[config.mk]
export PLATFORM = sky130hd
export DESIGN_NAME = depacketization
export DESIGN_NICKNAME = d
export VERILOG_FILES = /design/src/rtl/noc_pkg.sv /design/src/rtl/flit_fifo.sv /design/src/rtl/depacketization.sv
export SDC_FILE = /design/constraint.sdc
export NUM_CORES = 1
export LEC_CHECK = 0
export ABC_CLOCK_PERIOD_IN_PS = 8600
export BUFFER_PORTS_ARGS = -buffer_cell sky130_fd_sc_hd__buf_2
export CAP_MARGIN = 20
export CELL_PAD_IN_SITES_DETAIL_PLACEMENT = 1
export CELL_PAD_IN_SITES_GLOBAL_PLACEMENT = 1
export CORE_MARGIN = 2
export CORE_UTILIZATION = 50
export CTS_BUF_LIST = sky130_fd_sc_hd__clkbuf_16
export CTS_CLUSTER_DIAMETER = 100
export CTS_CLUSTER_SIZE = 30
export DETAILED_ROUTE_END_ITERATION = 10
export PLACE_DENSITY_LB_ADDON = 0.1
export SETUP_SLACK_MARGIN = 0.15
export SLEW_MARGIN = 20
export SYNTH_ARGS = -nofsm -noshare
export SYNTH_HDL_FRONTEND = slang
export SYNTH_SLANG_ARGS = --single-unit
[constraint.sdc]
create_clock -name clk -period 8.6 [get_ports clk]
set_clock_uncertainty 0.2 [all_clocks]
set_input_delay 1.72 -clock clk [delete_from_list [all_inputs] [get_ports clk]]
set_output_delay 1.72 -clock clk [all_outputs]
set_load 0.01 [all_outputs]
[src/rtl/noc_pkg.sv]
// noc_pkg: flit field widths, flit type codes, error codes and depacketizer states shared across the NoC
package noc_pkg;
    localparam int FLIT_DATA_WIDTH = 32;
    localparam int FLIT_TYPE_WIDTH = 2;
    localparam int FLIT_WIDTH = FLIT_DATA_WIDTH + FLIT_TYPE_WIDTH;
    localparam logic [1:0] FLIT_BODY = 2'b00;
    localparam logic [1:0] FLIT_HEAD = 2'b01;
    localparam logic [1:0] FLIT_TAIL = 2'b10;
    localparam logic [1:0] FLIT_SINGLE = 2'b11;
    localparam logic [1:0] ERR_ORPHAN = 2'b01;
    localparam logic [1:0] ERR_DUP_HEAD = 2'b10;
    localparam logic [1:0] ERR_LEN = 2'b11;
    typedef enum logic {S_IDLE, S_PAYLOAD} state_t;
endpackage

[src/rtl/flit_fifo.sv]
// flit_fifo: synchronous FIFO with full/empty flags; ports clk, rst, push/din, pop/dout, full, empty
module flit_fifo #(
    parameter int WIDTH = 33,
    parameter int DEPTH = 4
) (
    input  logic             clk,
    input  logic             rst,
    input  logic             push,
    input  logic [WIDTH-1:0] din,
    input  logic             pop,
    output logic [WIDTH-1:0] dout,
    output logic             full,
    output logic             empty
);
    localparam int AW = $clog2(DEPTH);
    logic [WIDTH-1:0] mem [DEPTH];
    logic [AW-1:0] wp, rp;
    logic [AW:0] cnt;
    logic do_push, do_pop;
    assign full = cnt == (AW+1)'(DEPTH);
    assign empty = cnt == '0;
    assign do_push = push && !full;
    assign do_pop = pop && !empty;
    assign dout = empty ? '0 : mem[rp];
    always_ff @(posedge clk) begin
        if (rst) begin
            wp <= '0;
            rp <= '0;
            cnt <= '0;
        end else begin
            if (do_push) begin
                mem[wp] <= din;
                wp <= wp + 1'b1;
            end
            if (do_pop) rp <= rp + 1'b1;
            cnt <= cnt + (AW+1)'(do_push) - (AW+1)'(do_pop);
        end
    end
endmodule

[src/rtl/depacketization.sv]
// depacketization: splits NoC flits into a header pulse and a last-framed payload stream via a small FIFO
// ports: in_valid/in_flit/in_ready flit input; hdr_valid/hdr_data header; out_valid/out_data/out_last/out_ready
// payload; err/err_code protocol errors; pkt_count completed packets. DEPACKETIZATION_LEN_CHECK_EN enables
// length checking against hdr_data[15:0].
module depacketization #(
    parameter int FLIT_DATA_WIDTH = noc_pkg::FLIT_DATA_WIDTH,
    parameter int FLIT_TYPE_WIDTH = noc_pkg::FLIT_TYPE_WIDTH,
    parameter int FLIT_WIDTH = FLIT_DATA_WIDTH + FLIT_TYPE_WIDTH,
    parameter int FIFO_DEPTH = 4
) (
    input  logic                       clk,
    input  logic                       rst,
    input  logic                       in_valid,
    input  logic [FLIT_WIDTH-1:0]      in_flit,
    output logic                       in_ready,
    output logic                       hdr_valid,
    output logic [FLIT_DATA_WIDTH-1:0] hdr_data,
    output logic                       out_valid,
    output logic [FLIT_DATA_WIDTH-1:0] out_data,
    output logic                       out_last,
    input  logic                       out_ready,
    output logic                       err,
    output logic [1:0]                 err_code,
    output logic [15:0]                pkt_count
);
    import noc_pkg::*;
`ifdef DEPACKETIZATION_LEN_CHECK_EN
    localparam bit LEN_CHK = 1'b1;
`else
    localparam bit LEN_CHK = 1'b0;
`endif
    state_t state;
    logic [15:0] wcnt;
    logic [FLIT_TYPE_WIDTH-1:0] ftype;
    logic [FLIT_DATA_WIDTH-1:0] fdata;
    logic acc, push, full, empty, is_head, len_bad_tail, len_bad_single;
    assign ftype = in_flit[FLIT_WIDTH-1 -: FLIT_TYPE_WIDTH];
    assign fdata = in_flit[FLIT_DATA_WIDTH-1:0];
    assign in_ready = !rst && (state == S_IDLE || !full);
    assign acc = in_valid && in_ready;
    assign is_head = ftype == FLIT_HEAD || ftype == FLIT_SINGLE;
    assign push = acc && state == S_PAYLOAD && !is_head;
    assign out_valid = !empty;
    // 17-bit compare so a saturated counter can never alias a 16-bit expected length
    assign len_bad_tail = LEN_CHK && ({1'b0, wcnt} + 17'd1 != {1'b0, hdr_data[15:0]});
    assign len_bad_single = LEN_CHK && fdata[15:0] != 16'd0;
    flit_fifo #(.WIDTH(FLIT_DATA_WIDTH + 1), .DEPTH(FIFO_DEPTH)) u_fifo (
        .clk  (clk),
        .rst  (rst),
        .push (push),
        .din  ({ftype == FLIT_TAIL, fdata}),
        .pop  (out_ready),
        .dout ({out_last, out_data}),
        .full (full),
        .empty(empty)
    );
    always_ff @(posedge clk) begin
        if (rst) begin
            state <= S_IDLE;
            wcnt <= '0;
            hdr_valid <= 1'b0;
            hdr_data <= '0;
            err <= 1'b0;
            err_code <= '0;
            pkt_count <= '0;
        end else begin
            hdr_valid <= 1'b0;
            err <= 1'b0;
            if (acc) begin
                if (state == S_IDLE) begin
                    if (is_head) begin
                        hdr_data <= fdata;
                        hdr_valid <= 1'b1;
                        wcnt <= '0;
                        if (ftype == FLIT_HEAD) begin
                            state <= S_PAYLOAD;
                        end else begin
                            pkt_count <= pkt_count + 16'd1;
                            if (len_bad_single) begin
                                err <= 1'b1;
                                err_code <= ERR_LEN;
                            end
                        end
                    end else begin
                        err <= 1'b1;
                        err_code <= ERR_ORPHAN;
                    end
                end else if (is_head) begin
                    err <= 1'b1;
                    err_code <= ERR_DUP_HEAD;
                end else begin
                    wcnt <= wcnt == 16'hFFFF ? wcnt : wcnt + 16'd1;
                    if (ftype == FLIT_TAIL) begin
                        state <= S_IDLE;
                        pkt_count <= pkt_count + 16'd1;
                        if (len_bad_tail) begin
                            err <= 1'b1;
                            err_code <= ERR_LEN;
                        end
                    end
                end
            end
        end
    end
endmodule

# After elaboration in Yosys (flattened, before gate mapping)
# Memory sizes are Yosys's and may differ from the RTL's. A register that Yosys moved wholly into a read port is not among the register bits.
# Cells that the tools add are included.
# op_classes
n_reduce_logical	20
mux	22
bitwise	2
eq_ne	8
add_sub_neg	5
# op_table
op	count
two-way mux 16 bit	5
two-way mux 33 bit	1
adder 16 x 1 -> 16 bit, second input constant	1
two-way mux 1 bit	11
two-way mux 2 bit	5
logical AND 1 bit	6
!= test 2 bit, second input constant	3
AND reduction 3 bit	2
AND reduction 5 bit	1
adder 2 x 1 -> 2 bit, second input constant	2
== test 2 bit, second input constant	2
zero test 1 bit	4
nonzero test 2 bit	2
adder 3 x 1 -> 3 bit	1
== test 3 bit, second input constant	1
zero test 3 bit	1
OR reduction 3 bit	1
subtractor 3 x 1 -> 3 bit	1
== test 2 x 1 -> 1 bit, second input constant	1
logical OR 1 bit	2
!= test 2 x 1 -> 1 bit, second input constant	1
inverter 1 bit	2
OR reduction 2 bit	1
# word_totals
mem_count	1
regBits	60
input_bits	38
mem_bits_rw	132
# mem_list
memory	words	width	rd	rd_ports_with_merged_regs	wr	line_no	source
u_fifo.mem	4	33	1	1	1	flit_fifo.sv:16	logic [WIDTH-1:0] mem [DEPTH];

# Longest topological paths before layout
# logic_depth
ltp_word	11
mapped_depth	11

# Cells and area by module
# From an unflattened synthesis, not the netlist that was laid out.
# unflattened
cells_unflattened	517
hier_area_um2	7662.3
# by_module_without_submodules
mod	instances	cells_per_inst	area_each_um2	seq_area_each_um2
flit_fifo	1	260	5566.6	4144.0
depacketization	1	257	2095.8	1061.0

# Least setup slack after synthesis
# OpenSTA, ideal clock, no wires.
# synth_timing
path_kind	input -> output
start	input port rst
end	output port in_ready
setup_slack_ns	4.320
n_path_buf	3
stages	4
arrival_time_ns	2.360
cell_sequence	buf_6 buf_4 clkbuf_1 nor2_1
# synth_between
elab_chain_cells	2
# synth_lines
item	line_no	source
from (decl)	depacketization.sv:12	input logic rst,
zero test 1 bit	depacketization.sv:39	assign in_ready = !rst && (state == S_IDLE || !full);
logical AND 1 bit	depacketization.sv:39	
to (decl)	depacketization.sv:15	output logic in_ready,
# No other way between the ends.

# Worst setup path in the final report
# Same ends and word-level chain as after synthesis.

==> impl_metrics.toml <==
[clock_network]
cts_resized = 0
tritoncts = "yes"
path_clk_slew_ps = 70
numClockSinks = 194
cts_buffers = 17
cts_max_path_buffers = 2
h-tree-depth = 4
postCtsSetupBuffers = 0
clk_latency_ps = 430
hold_buffers = 0
clock-root-buffer = "clkbuf_16"

[pwr]
switching_share = 0.280
pwr-share-comb = 0.221
power.leakage_nw = 3.21
seqPwrFrac = 0.464
vdd_drop_max_mv = 0.147
total_power_mw = 2.28
cellInternalPower_mw = 1.64
switchingPower_uw = 639
p_per_area_nw_per_um2 = 257
clkPwrFrac = 0.316

[global_routing]
grt_pass1_vias = 4981
grt_use_total = 0.216
grt-ovfl-total = 0
grt_max_degree = 62
grt_pass1_wl_mm = 26.1
antenna_found_initial = 2

[flow_run]
drv_cap = 0

[placed_design]
dp_hpwl_mm = 10.5
place_congestion = 0.785
io_buffers = 124
placed_area_um2 = 8330

[layout]
design_area_um2 = 8870
regArea_um2 = 5210
layout_common_cells = "edfxtp_1, buf_2, nand2_1"
num_antenna_cells = 0
syn_to_final_growth_pct = 17.2
drive_above_1_share = 0.312
nFillCells = 1444
layout.nets = 678
multi_input_area_um2 = 2190
layout_commonest_cell = "edfxtp_1"

[worst_setup_path]
cp.required_ps = 6680
slowest_stage = "buf_4"
ff2ff_path_depth = 10
r2r_setup_slack_ps = 5440
r2r_end = "u_fifo.cnt[2]"
cp.arrival_ps = 2520
r2r-start = "u_fifo.cnt[2]"
endpoint_kind = "output port"
cp_max_fo = 61
critPathKind = "input pin to output port"
cp_slowest_stage_delay_ps = 520
crit_chain = "buf_4, nor2_1, buf_2"
cp-start-kind = "input pin"

[floorplanning]
ios = 125
die_y_um = 127
coreArea_um2 = 14600
start_util = 0.517
die_w_um = 127
dieArea_um2 = 16100
num_rows = 44

[yosys]
synth-edff-count = 132
syn_nets = 562
synth_cells = 515
avgSynthCellArea_um2 = 14.7
yosysTopAreaCell = "edfxtp_1"
ys.flop_type = "edfxtp_1"
synth_async_sr_flop_share = 0
synth_top_area_share = 0.524
syn_area_um2 = 7560
yosys-top-cells-area = "edfxtp_1, dfxtp_1, mux4_2"
synth_cell_types = 37
ys_ff_latch = 194
ys_warn_count = 0
yosysSeqAreaShare = 0.688

[drt]
routed_wl_mm = 16.7
vias_per_cell = 5.59
routedWlPerCell_um = 20.2
vias = 4625
dr.pass1.iters = 4
drt-initial-drc-count = 246
drc_errors = 0
drtAntennaViolNets = 0

[status]
outcome = "complete, no violations"

[sta]
rsz0062_at_grt = "no"
drv_slew = 0
hold_viol = 0
tightest_slew_ps = 962
tns_ps = 0
min_period_ps = 4440
relSlewSlack = 0.359
max_freq_ghz = 0.225
finalSetupViolations = 0
timing.final.crit_share = 0.517

[min_path]
worstHoldEndpoint = "hdr_data[24]"
hold_path_class = "flip-flop to flip-flop"
holdPathStages = 2
min_from = "hdr_data[24]"
==> flip-flops by register name (all words and copies together) (netlist names), named ones only <==
| name | flops |
|---|---|
| err | 1 |
| err_code | 2 |
| hdr_data | 32 |
| hdr_valid | 1 |
| pkt_count | 16 |
| state | 1 |
| u_fifo.cnt | 3 |
| u_fifo.mem | 132 |
| u_fifo.rp | 2 |
| u_fifo.wp | 2 |
==> power by group through the flow <==
stage          Combinational (mW)  Clock, mW  Sequential, mW
2_1_floorplan               0.349          0            1.05
3_3_place_gp                0.497          0            1.08
3_5_place_dp                0.511          0            1.08
4_1_cts                     0.515      0.729            1.06
5_1_grt                     0.549      0.768            1.07
6_report                    0.503      0.720            1.06
==> metal layers <==
metal,track usage,share of wire,vias to the layer above,wire [um]
met4,0.0769,0.015,2,257
met1,0.248,0.39,2359,6600
li1,-,-,2135,-
met5,0,0.00096,-,16
met2,0.385,0.54,109,8950
met3,0.0645,0.054,20,902
==> stage by stage <==
step / std cells / hold slack [ps] / util / setup slack (ps)
after floorplan: 515 / 278 / - / 4320
after global placement: 795 / 241 / 0.567 / 3770
after detailed placement: 796 / 255 / 0.569 / 3780
after CTS: 828 / 266 / 0.605 / 3750
after global routing: 828 / 285 / 0.606 / 3980
final: 828 / 263 / 0.606 / 4160
==> synth_stat cells (2+ instances only) <==
cell,n
edfxtp_1,132
nand2_1,71
dfxtp_1,62
a21oi_1,44
and2_1,39
mux4_2,33
clkbuf_1,19
nor2_1,13
inv_1,11
o31ai_1,11
or4_1,10
ha_1,8
nand3_1,7
buf_2,5
nand4_1,5
mux2i_1,4
nor2b_1,4
o21ai_0,4
or3_1,4
buf_1,3
nand2b_1,3
nor3_1,3
xnor2_1,3
xor2_1,3
buf_6,2
==> logic make-up after synthesis <==
group                    share of synthesized area
multiplexers                                 0.104
buffers and inverters                       0.0237
flip-flops                                   0.688
adder cells (fa/ha/maj)                     0.0159
AO/OA/AOI/OAI                               0.0485
AND/OR/NAND/NOR                              0.113
XOR/XNOR                                   0.00695
==> layout make-up <==
cell class,instances,area share
inverters,11,0.00466
well taps,184,0.0260
flip-flops and latches,194,0.587
multi-input cells,280,0.246
clock inverters,14,0.00988
clock buffers,18,0.0508
repair buffers,127,0.0751
==> worst max path at each step <==
stage,from,endpoint,slack [ps],depth (start not counted)
final,rst,in_ready,4160,3
after detailed placement,rst,in_ready,3780,3
after global routing,flip-flop,out_data[2],3980,4
after CTS,rst,in_ready,3750,3
after global placement,rst,in_ready,3770,3
after floorplan,rst,in_ready,4320,4
==> critical path, delay by kind of cell <==
| kind | cells | cell delay, ps |
|---|---|---|
| simple gates | 1 | 110 |
| buf+inv | 2 | 680 |
(Power assumes the default switching activity.)
